`config.mk`:
```
export PLATFORM = sky130hd
export DESIGN_NAME = divider_10bits
export DESIGN_NICKNAME = d
export VERILOG_FILES = /design/src/rtl/divider_10bits_pkg.sv /design/src/rtl/divider_10bits_sub_11bits.sv /design/src/rtl/divider_10bits.sv
export SDC_FILE = /design/constraint.sdc
export NUM_CORES = 1
export LEC_CHECK = 0
export CAP_MARGIN = 0
export CORE_UTILIZATION = 45
export CTS_CLUSTER_DIAMETER = 30
export DETAILED_ROUTE_END_ITERATION = 7
export PLACE_DENSITY = 0.69
export RECOVER_POWER = 50
export SLEW_MARGIN = 30
export SYNTH_ARGS = -nofsm -noshare
export SYNTH_HDL_FRONTEND = slang
export SYNTH_HIERARCHICAL = 1
export SYNTH_SLANG_ARGS = --single-unit
```
`constraint.sdc`:
```
create_clock -name clk -period 9.53 [get_ports clk]
set_clock_uncertainty 0.05 [all_clocks]
set_input_delay 0.953 -clock clk [delete_from_list [all_inputs] [get_ports clk]]
set_output_delay 0.953 -clock clk [all_outputs]
set_load 0.005 [all_outputs]
```
`src/rtl/divider_10bits_pkg.sv`:
```
// Shared constants and state encoding for the 10-bit sequential restoring divider.
package divider_10bits_pkg;

   localparam int WIDTH = 10;
   localparam int CNT_W = 4;
   localparam int SUB_W = WIDTH + 1;

   typedef enum logic [1:0] {
      IDLE = 2'b00,
      RUN  = 2'b01,
      DONE = 2'b10
   } state_t;

   localparam logic [WIDTH-1:0] DIV0_QUOTIENT = '1;

endpackage

```
`src/rtl/divider_10bits_sub_11bits.sv`:
```
// 11-bit two's-complement subtractor: ripple add of a, ~b and a forced carry-in.
// cout_o = 1 means no borrow, i.e. a_i >= b_i as unsigned values.
module sub_11bits
   import divider_10bits_pkg::*;
(
   input  logic [SUB_W-1:0] a_i,
   input  logic [SUB_W-1:0] b_i,
   output logic [SUB_W-1:0] diff_o,
   output logic             cout_o
);

   logic [SUB_W-1:0] b_n;
   logic             carry;

   assign b_n = ~b_i;

   always_comb begin
      diff_o = '0;
      carry  = 1'b1;
      for (int i = 0; i < SUB_W; i++) begin
         diff_o[i] = a_i[i] ^ b_n[i] ^ carry;
         carry     = (a_i[i] & b_n[i]) | (carry & (a_i[i] ^ b_n[i]));
      end
      cout_o = carry;
   end

endmodule

```
`src/rtl/divider_10bits.sv`:
```
// Sequential restoring divider: one quotient bit per clock through a start/busy/done
// handshake, unsigned operands, divide-by-zero flagged in one cycle.
module divider_10bits
   import divider_10bits_pkg::*;
(
   input  logic             clk,
   input  logic             rst_n,
   input  logic             start,
   input  logic [WIDTH-1:0] dividend,
   input  logic [WIDTH-1:0] divisor,
   output logic             busy,
   output logic             done,
   output logic [WIDTH-1:0] quotient,
   output logic [WIDTH-1:0] remainder,
   output logic             div_by_zero
);

   state_t             state_q, state_d;
   logic [CNT_W-1:0]   cnt_q, cnt_d;
   logic [WIDTH-1:0]   rem_q, rem_d;
   logic [WIDTH-1:0]   acc_q, acc_d;
   logic [WIDTH-1:0]   dvs_q, dvs_d;
   logic [WIDTH-1:0]   quot_q, quot_d;
   logic [WIDTH-1:0]   remo_q, remo_d;
   logic               div0_q, div0_d;

   logic [WIDTH-1:0]   rem_shift;
   logic [WIDTH-1:0]   rem_iter;
   logic [WIDTH-1:0]   acc_iter;
   logic [SUB_W-1:0]   trial;
   logic               no_borrow;
   logic               unused_bits;

   // The partial remainder never exceeds the dividend prefix, so its shifted value fits WIDTH bits.
   assign rem_shift = {rem_q[WIDTH-2:0], acc_q[WIDTH-1]};

   sub_11bits u_sub (
      .a_i    ({1'b0, rem_shift}),
      .b_i    ({1'b0, dvs_q}),
      .diff_o (trial),
      .cout_o (no_borrow)
   );

   assign unused_bits = rem_q[WIDTH-1] ^ trial[WIDTH];

   assign rem_iter = no_borrow ? trial[WIDTH-1:0] : rem_shift;
   assign acc_iter = {acc_q[WIDTH-2:0], no_borrow};

   always_comb begin
      state_d = state_q;
      cnt_d   = cnt_q;
      rem_d   = rem_q;
      acc_d   = acc_q;
      dvs_d   = dvs_q;
      quot_d  = quot_q;
      remo_d  = remo_q;
      div0_d  = div0_q;
      case (state_q)
         IDLE: begin
            if (start) begin
               dvs_d  = divisor;
               acc_d  = dividend;
               rem_d  = '0;
               quot_d = '0;
               remo_d = '0;
               div0_d = 1'b0;
               if (divisor == '0) begin
                  state_d = DONE;
                  quot_d  = DIV0_QUOTIENT;
                  remo_d  = dividend;
                  div0_d  = 1'b1;
               end else begin
                  state_d = RUN;
                  cnt_d   = CNT_W'(WIDTH - 1);
               end
            end
         end
         RUN: begin
            rem_d = rem_iter;
            acc_d = acc_iter;
            if (cnt_q == '0) begin
               state_d = DONE;
               quot_d  = acc_iter;
               remo_d  = rem_iter;
            end else begin
               cnt_d = cnt_q - 1'b1;
            end
         end
         DONE:    state_d = IDLE;
         default: state_d = IDLE;
      endcase
   end

   always_ff @(posedge clk or negedge rst_n) begin
      if (!rst_n) begin
         state_q <= IDLE;
         cnt_q   <= '0;
         rem_q   <= '0;
         acc_q   <= '0;
         dvs_q   <= '0;
         quot_q  <= '0;
         remo_q  <= '0;
         div0_q  <= 1'b0;
      end else begin
         state_q <= state_d;
         cnt_q   <= cnt_d;
         rem_q   <= rem_d;
         acc_q   <= acc_d;
         dvs_q   <= dvs_d;
         quot_q  <= quot_d;
         remo_q  <= remo_d;
         div0_q  <= div0_d;
      end
   end

   assign busy        = (state_q != IDLE);
   assign done        = (state_q == DONE);
   assign quotient    = quot_q;
   assign remainder   = remo_q;
   assign div_by_zero = div0_q;

endmodule

```
# Word level (Yosys, flattened, before mapping)
# Index checks and enable logic that the tools add are counted.
# op_classes
add_sub_neg	1
n_mul	0
n_div	0
magnitude_cmp	0
n_eq_ne	6
n_shift	0
mux	22
n_bitwise	51
n_reduce_logical	10
# ops
operator	count
$mux 10	8
$pmux 10 s2	3
$and 1x1->1	20
$xor 1x1->1	19
$pmux 9 s2	1
$mux 4	3
$not 10->11	1
$logic_not 10->1	1
$or 1x1->1	10
$mux 9	1
$ne 2x2->1 const B	4
$pmux 4 s2	1
$mux 2	3
$reduce_and 2->1	3
$logic_not 4->1	1
$pmux 2 s2	1
$reduce_and 4->1	1
$reduce_bool 2->1	2
$sub 4x1->4 const B	1
$reduce_and 3->1	1
$eq 2x1->1 const B	1
$eq 2x2->1 const B	1
$logic_not 2->1	1
$mux 1	1
$not 1->1	1
# totals
regBits	56
latch_bits	0
mem_bits_rw	0
rom_bits	0
input_bits	23
wordCells	98
memories	0

# Depth between registers and ports, before layout
# Gate-level depths: netlist of run 1.
# depth
depth_word	25
depth_mapped	20
depth_no_buf	19

# By module
# Netlist of run 1, hierarchy kept.
# modules_own_cells
module	n_inst	cells_per_inst	area_each_um2
divider_10bits	1	254	2572.5
sub_11bits	1	34	299.0

# Least setup slack after synthesis of run 1
# OpenSTA, ideal clock, no wires.
# synth_path
kind	flip-flop to flip-flop
start	reg acc_q[9]
end	reg remo_q[2] (netlist: remainder[2])
arrival_time_ns	4.758
path_slack_ns	4.585
path_stages_with_launch	21
path_buffers	1
period_less_slack_ns	4.945
cell_sequence	dfrtp_1 inv_1 ha_1 inv_1 fa_1 inv_1 fa_1 fa_1 fa_1 fa_1 fa_1 fa_1 fa_1 fa_1 inv_1 fa_1 buf_2 mux2i_1 nor2_1 a21oi_1 a21oi_1
# synth_between
elab_chain_cells	24
elab_cells_between_ends	26
classes_between	3 x mux; 23 x bitwise
# synth_lines
element	line_no	source
from (decl)	divider_10bits.sv:21	logic [WIDTH-1:0] acc_q, acc_d;
from (signal assigned)	divider_10bits.sv:99	acc_q <= '0;
from (signal assigned)	divider_10bits.sv:108	acc_q <= acc_d;
$and 1x1->1 / $xor 1x1->1 (equally long branches)	divider_10bits_sub_11bits.sv:22	carry = (a_i[i] & b_n[i]) | (carry & (a_i[i] ^ b_n[i]));
$or 1x1->1 (*)	divider_10bits_sub_11bits.sv:22	
$and 1x1->1 (*)	divider_10bits_sub_11bits.sv:22	
$or 1x1->1 (*)	divider_10bits_sub_11bits.sv:22	
$and 1x1->1 (*)	divider_10bits_sub_11bits.sv:22	
$or 1x1->1 (*)	divider_10bits_sub_11bits.sv:22	
$and 1x1->1 (*)	divider_10bits_sub_11bits.sv:22	
$or 1x1->1 (*)	divider_10bits_sub_11bits.sv:22	
[9 not listed]	--	
$or 1x1->1 (*)	divider_10bits_sub_11bits.sv:22	
$and 1x1->1 (*)	divider_10bits_sub_11bits.sv:22	
$or 1x1->1 (*)	divider_10bits_sub_11bits.sv:22	
$and 1x1->1 (*)	divider_10bits_sub_11bits.sv:22	
via no_borrow	divider_10bits.sv:31	logic no_borrow;
$mux 10 (*)	divider_10bits.sv:46	assign rem_iter = no_borrow ? trial[WIDTH-1:0] : rem_shift;
$mux 10 (*)	divider_10bits.sv:81	if (cnt_q == '0) begin
$pmux 10 s2 (*)	divider_10bits.sv:58	case (state_q)
to (signal assigned)	divider_10bits.sv:111	remo_q <= remo_d;
to (decl)	divider_10bits.sv:24	logic [WIDTH-1:0] remo_q, remo_d;
# The timed path passes the listed nets; every way through them passes the cells marked *. The select of a mux whose other input is x is not followed.
# A chain may end at the register's enable or synchronous reset.

# Worst setup path in the final report of run 1
# layout_path
start	reg acc_q[9]
end	reg remo_q[3] (netlist: remainder[3])
# Same word-level chain as after synthesis.

==> impl_metrics.yaml, run 1 <==
run_status:
  run_status: "finished, violations left"
  violations_in_the_final_reports: "max-capacitance violations, max-slew violations"
job:
  cap_viol_max_count: 1
floorplanning:
  design.core.area_um2: 6030
  core.rowCount: 28
  dieWidth_um: 81.9
  initial_core_util_pct: 47.7
  die_area_um2: 6700
  top_level_ports: 46
  die_height_um: 81.9
grt:
  grt_pass1_vias: 2183
  grt_first_pass_wirelength_mm: 10.2
  grt.total_usage_pct: 20.3
  antenna_violations_before_repair: 0
  grt_max_degree: 57
  grt_overflow_total: 0
finish:
  layout_area_growth_over_synthesis_pct: 21.6
  net_count_of_the_finished_layout: 364
  antenna_diode_instance_count: 0
  post_route_non_filler_standard_cell_count: 405
  num-fill-cells: 535
  drive_gt1_share_pct: 8.18
  fin_util_pct: 58.0
  cell_area_after_layout_um2: 3490
worst_setup_path:
  crit-reg2reg-launch: "acc_q[9]$_DFFE_PN0P_"
  worstSetupPathType: "reg2reg"
  timing.critical_path.from_type: "flop"
  reg2regPathDepth: 19
  critical_path.max_fanout: 11
  timing.critical_path.mode_cell: "fa_1"
  endpoint_required_time_on_the_critical_path_ns: 9.68
  critical_path.reg2reg.endpoint: "remainder[3]$_DFFE_PN0P_"
  cp_slowest_cell: "fa_1"
  rrSetupSlack_ns: 4.17
  timing.critical_path.to_type: "flop"
  crit_family: "adder cells"
  critical_path.cell_chain: "inv_1 -> ha_1 -> inv_1 -> fa_1 -> inv_1 -> fa_1 -> fa_1 -> fa_1 -> fa_1 -> fa_1 -> fa_1 -> fa_1 -> fa_1 -> inv_1 -> fa_1 -> mux2i_1 -> nor2_1 -> a21oi_1 -> a21oi_1"
  cp.arrival_ns: 5.51
  critPathMaxStageDelay_ns: 0.56
  crit_buf_inv: 4
logic_synthesis:
  postSynth.asyncResetShare_pct: 100
  post-synth-top-area-cell: "dfrtp_1"
  leading_post_synthesis_cells_by_cell_area: "dfrtp_1 (49%), fa_1 (7.0%), a21oi_1 (5.9%), nor2_1 (4.2%), mux2_2 (3.9%)"
  synthesis.area_per_instance_um2: 9.97
  netlist.area_leader.share_pct: 48.8
  netlist_area_um2: 2870
  synth.yosys.seq_area_share_pct: 48.8
  warnings_from_yosys: 6
  synth_edf_count: 0
  postSynth.topFlopCell: "dfrtp_1"
  synthCells: 288
  yosysUniqueCellTypes: 37
  synth_seq_cells: 56
cts:
  cts_max_path_buffers: 2
  cts_tree: "done"
  postCtsHoldBufs: 0
  cts_num_sinks: 56
  worst_setup_hold_path_clk_slew_ns: 0.10
  clkLatencyLatePin_ns: 0.31
  clk_root_buffer_cell: "clkbuf_8"
  cts_inserted_buffers: 5
  cts_htree_levels: 2
  cts-resized-gates: 0
  cts.repair_timing.setup_buffer_count: 0
power_and_ir_drop:
  p_per_area_nw_per_um2: 354
  p_leak_nw: 1.54
  irDropWorstVdd_mv: 0.226
route:
  firstDrtPassIters: 4
  detailroute.wirelength.met2_mm: 2.85
  initialDrtViolationCount: 151
  post-route-drc-count: 0
  highest-signal-layer: "met4"
  vias: 2154
  drt-vias-per-instance: 5.32
  route.layer.met1.wl_mm: 2.87
  met3RoutedLength_um: 154
  detail_route.wirelength_mm: 5.94
  routedWlPerCell_um: 14.7
  final_antenna_net_count: 0
sta:
  finalWorstPathRequiredPeriod_ns: 5.36
  hold_violations: 0
  maxSlewViolCount: 57
  fin_worst_setup_slack_ns: 4.17
  setup_viol_count_final: 0
  setup_total_negative_slack_ns: 0
  rsz0062_at_grt: "no"
  timing.slew.headroom_pct: -97.9
  achievable-frequency_ghz: 0.186
  final_min_period_over_clock_period_pct: 56.3
  tightestPinTransition_ns: 2.97
placed_design:
  port_buffers: 45
  gp_congestion: 0.804
  placement.setup.worst_slack_ns: 4.17
  dpl-instance-area_um2: 3380
  dp.final_hpwl_mm: 4.33
  place_inst: 397
hold_path:
  hold_path.class: "reg2reg"
  min-delay-start: "rem_q[8]$_DFFE_PN0P_"
  timing.hold.worst_endpoint: "rem_q[8]$_DFFE_PN0P_"
  whs_path_depth: 1
## cells in the mapped netlist (all sizes together) (3+ instances only)
master  instances
nor2           32
o21ai           3
buf             3
a31oi          10
clkbuf         11
o211ai         10
nand2          21
dfrtp          56
mux2           10
inv            29
nor2b          16
mux2i          10
a21o            9
a21oi          34
fa             10
## stage by stage
stage                     hold slack [ns]  power (W)
after floorplan                     0.421   0.000877
after global placement              0.445    0.00108
after detailed placement            0.446    0.00110
after CTS                           0.471    0.00126
after global routing                0.493    0.00136
final                               0.466    0.00124
## worst max path at each step
stage / end / from / depth (start not counted)
finish: remainder[3]$_DFFE_PN0P_ / acc_q[9]$_DFFE_PN0P_ / 19
global placement: remainder[3]$_DFFE_PN0P_ / acc_q[9]$_DFFE_PN0P_ / 19
CTS: remainder[3]$_DFFE_PN0P_ / acc_q[9]$_DFFE_PN0P_ / 19
detailed placement: remainder[3]$_DFFE_PN0P_ / acc_q[9]$_DFFE_PN0P_ / 19
floorplan: remainder[2]$_DFFE_PN0P_ / acc_q[9]$_DFFE_PN0P_ / 20
global route: remainder[3]$_DFFE_PN0P_ / acc_q[9]$_DFFE_PN0P_ / 19
## flip-flops by register name, indices dropped and copies added (netlist names)
signal / count
dvs_q: 10
cnt_q: 4
div_by_zero: 1
rem_q: 9
quotient: 10
remainder: 10
acc_q: 10
state_q: 2
## final cells by class
| cell class | count | area, µm² | share of cell area [%] |
|---|---|---|---|
| tap | 75 | 93.8 | 2.69 |
| multi-input combinational | 190 | 1320 | 37.7 |
| sequential | 56 | 1400 | 40.1 |
| clock buffer | 5 | 68.8 | 1.97 |
| timing repair buffer | 47 | 457 | 13.1 |
| inverter | 29 | 109 | 3.12 |
| clock inverter | 3 | 46.3 | 1.33 |
## worst reg2reg max path, delay by kind of cell (launching register included)
| kind | cells | cell delay (ns) |
|---|---|---|
| adders and majority gates | 11 | 3.99 |
| DFF | 1 | 0.39 |
| AOI/OAI and AO/OA | 2 | 0.27 |
| muxes | 1 | 0.25 |
| buffers and inverters | 4 | 0.24 |
| and+or+nand+nor | 1 | 0.08 |
## layer usage
metal / global-route usage, % / vias to the layer above
li1: - / 1051
met1: 28.0 / 1065
met2: 32.2 / 33
met3: 3.00 / 5
met4: 7.72 / 0
met5: 0 / -
## layout by cell type (no fill, tap or decap), types with 2 or more instances in the layout
cell / netlist / final
a21o_1: 9 / 9
a21oi_1: 34 / 33
a31oi_1: 10 / 10
clkbuf_8: 0 / 5
clkdlybuf4s50_1: 0 / 33
conb_1: 1 / 2
dfrtp_1: 56 / 56
dlygate4sd3_1: 0 / 11
fa_1: 10 / 10
ha_1: 2 / 2
inv_1: 29 / 29
mux2_2: 10 / 10
mux2i_1: 10 / 10
nand2_1: 21 / 21
nand2b_1: 2 / 2
nand4bb_1: 2 / 2
nor2_1: 32 / 32
nor2b_1: 16 / 15
o211ai_1: 10 / 10
o21ai_0: 2 / 2
or2_2: 2 / 2
## logic make-up after synthesis
group,count (synthesis),synth area share (%)
simple gates,83,14.6
xor+xnor,1,0.305
buf+inv,43,5.71
compound gates,72,15.2
mux,20,7.41
fa+ha+maj,12,7.84
other cells,1,0.131
flops,56,48.8
## report_power, final
part	total, W	switching [W]	internal (W)
Clock	0.000160	0.0000808	0.0000793
Sequential	0.000453	0.0000956	0.000357
Combinational	0.000623	0.000308	0.000315
Total	0.00124	0.000485	0.000751
(Power assumes the default switching activity.)
==> run 2, diff against run 1 <==
==> constraint.sdc (replaced) <==
create_clock -name clk -period 5.5 [get_ports clk]
set_clock_uncertainty 0.05 [all_clocks]
set_input_delay 0.55 -clock clk [delete_from_list [all_inputs] [get_ports clk]]
set_output_delay 0.55 -clock clk [all_outputs]
set_load 0.005 [all_outputs]
==> run 2 against run 1 <==
Net effect:
- the flow still finishes with violations (max-capacitance violations, max-slew violations)
- critical path depth increased by 1
- non-clock buffer count increased by 1
- die area did not move
- global-route usage is 0.59 points higher
- combinational power grew 73%
- first-iteration DRC count rose by 40%
- register-to-register slack got worse by 3.8 ns
- design area is 0.32% lower
==> impl_metrics.yaml, run 2 (synthesis gave the netlist of run 1 again) <==
placed_design:
  gp_congestion: 0.798
  dpl-instance-area_um2: 3390
  port_buffers: 45
  dp.final_hpwl_mm: 4.44
worst_setup_path:
  cp_slowest_cell: "dfrtp_1"
  critical_path.max_fanout: 11
  crit_family: "adder cells"
  crit_path_start: "acc_q[9]$_DFFE_PN0P_"
  timing.critical_path.mode_cell: "fa_1"
  timing.critical_path.to: "remainder[3]$_DFFE_PN0P_"
  cp.arrival_ns: 5.26
  critical_path.reg2reg.endpoint: "remainder[3]$_DFFE_PN0P_"
  crit_buf_inv: 5
  crit-reg2reg-launch: "acc_q[9]$_DFFE_PN0P_"
  timing.critical_path.to_type: "flop"
  reg2regPathDepth: 20
  endpoint_required_time_on_the_critical_path_ns: 5.67
  crit_path_cell_count: 20
  critical_path.cell_chain: "inv_1 -> ha_1 -> inv_1 -> fa_1 -> inv_1 -> fa_1 -> fa_1 -> fa_1 -> fa_1 -> fa_1 -> fa_1 -> fa_1 -> fa_1 -> inv_1 -> fa_1 -> buf_4 -> mux2i_1 -> nor2_1 -> a21oi_1 -> a21oi_1"
  critPathMaxStageDelay_ns: 0.39
  timing.critical_path.from_type: "flop"
  worstSetupPathType: "reg2reg"
  rrSetupSlack_ns: 0.41
power_and_ir_drop:
  power.clock.fraction_pct: 11.5
  power.total_w: 0.00211
  power_frac_comb_pct: 51.3
  irDropWorstVdd_mv: 0.291
  p_leak_nw: 1.54
  p_switching_w: 0.000855
  power_switching_share_pct: 40.5
  relative_contribution_of_sequential_cells_to_total_power_pct: 37.2
  p_int_w: 0.00126
  p_per_area_nw_per_um2: 607
cts:
  cts_tree: "done"
  postCtsHoldBufs: 0
  clkLatencyLatePin_ns: 0.33
  cts_max_path_buffers: 2
  cts_inserted_buffers: 5
  clk_root_buffer_cell: "clkbuf_8"
  worst_setup_hold_path_clk_slew_ns: 0.11
  cts_htree_levels: 2
  cts-resized-gates: 0
  cts.repair_timing.setup_buffer_count: 0
  cts_num_sinks: 56
grt:
  grt_first_pass_wirelength_mm: 10.4
  grt_pass1_vias: 2152
  grt.total_usage_pct: 20.9
  grt_max_degree: 57
  antenna_violations_before_repair: 0
  grt_overflow_total: 0
hold_path:
  min-delay-start: "rem_q[1]$_DFFE_PN0P_"
  hold_path.class: "reg2reg"
sta:
  rsz0062_at_grt: "no"
  finalWorstPathRequiredPeriod_ns: 5.09
  setup_total_negative_slack_ns: 0
  hold_violations: 0
  maxSlewViolCount: 57
  setup_viol_count_final: 0
  final_min_period_over_clock_period_pct: 92.6
  timing.slew.headroom_pct: -99.6
  achievable-frequency_ghz: 0.196
  tightestPinTransition_ns: 2.99
finish:
  drive_gt1_share_pct: 8.46
  num-fill-cells: 545
  cell_area_after_layout_um2: 3480
  layout_area_growth_over_synthesis_pct: 21.2
  final_common_cell: "dfrtp_1"
  antenna_diode_instance_count: 0
  mostFrequentLayoutCells: "dfrtp_1 (56), a21oi_1 (33), clkdlybuf4s50_1 (33), nor2_1 (32), inv_1 (29)"
  multi_input_area_um2: 1320
  net_count_of_the_finished_layout: 365
  area.sequential_um2: 1400
run_status:
  run_status: "finished, violations left"
  violations_in_the_final_reports: "max-capacitance violations, max-slew violations"
floorplanning:
  top_level_ports: 46
  initial_core_util_pct: 47.7
  design.core.area_um2: 6030
  die_area_um2: 6700
  core.rowCount: 28
  dieWidth_um: 81.9
  die_height_um: 81.9
route:
  post-route-drc-count: 0
  vias: 2151
  routedWlPerCell_um: 15.0
  initialDrtViolationCount: 211
  detail_route.wirelength_mm: 6.10
  final_antenna_net_count: 0
  firstDrtPassIters: 4
  drt-vias-per-instance: 5.30
job:
  cap_viol_max_count: 1
[run 2: cell types whose count changed in the layout (fill, tap and decap cells not counted)]
| cell | previous run | this run |
|---|---|---|
| buf_4 | 1 | 2 |
| bufinv_16 | 1 | 0 |
| clkinv_4 | 0 | 1 |
| inv_6 | 1 | 0 |
| inv_8 | 0 | 1 |
[run 2: area by class of cell]
cell class / instances / area share [%]
tap: 75 / 2.70
sequential: 56 / 40.3
inverter: 29 / 3.13
multi-input combinational: 190 / 37.8
clock buffer: 5 / 1.98
clock inverter: 3 / 0.791
timing repair buffer: 48 / 13.3
[run 2: layer usage]
layer,up-vias,wire [µm],global-route usage [%]
met5,-,0,0
met4,0,120,7.37
met3,13,262,3.89
met2,60,2830,33.3
met1,1031,2890,28.4
li1,1047,-,-
[run 2: power groups by stage]
stage          sequential [W]  clock, W  combinational, W
6_report             0.000785  0.000244           0.00108
4_1_cts              0.000789  0.000249           0.00111
5_1_grt              0.000817  0.000266           0.00125
3_5_place_dp         0.000796         0           0.00111
2_1_floorplan        0.000743         0          0.000776
3_3_place_gp         0.000790         0           0.00108
[run 2: worst min-delay path by stage]
| stage | to | slack (ns) | depth (start not counted) |
|---|---|---|---|
| 2_1_floorplan | acc_q[0]$_DFFE_PN0P_ | 0.20 | 0 |
| 3_3_place_gp | dvs_q[1]$_DFFE_PN0P_ | 0.44 | 1 |
| 3_5_place_dp | dvs_q[1]$_DFFE_PN0P_ | 0.45 | 1 |
| 4_1_cts | acc_q[7]$_DFFE_PN0P_ | 0.33 | 2 |
| 5_1_grt | rem_q[4]$_DFFE_PN0P_ | 0.50 | 1 |
| 6_report | rem_q[1]$_DFFE_PN0P_ | 0.47 | 1 |
[run 2: per-stage QoR]
stage	hold WS, ns	instances	utilization (%)	worst slack [ns]
floorplan	0.204	289	-	0.555
global placement	0.445	398	56.2	0.483
global route	0.497	406	57.8	0.0626
finish	0.474	406	57.8	0.406
CTS	0.325	406	57.8	0.373
detailed placement	0.450	398	56.2	0.385
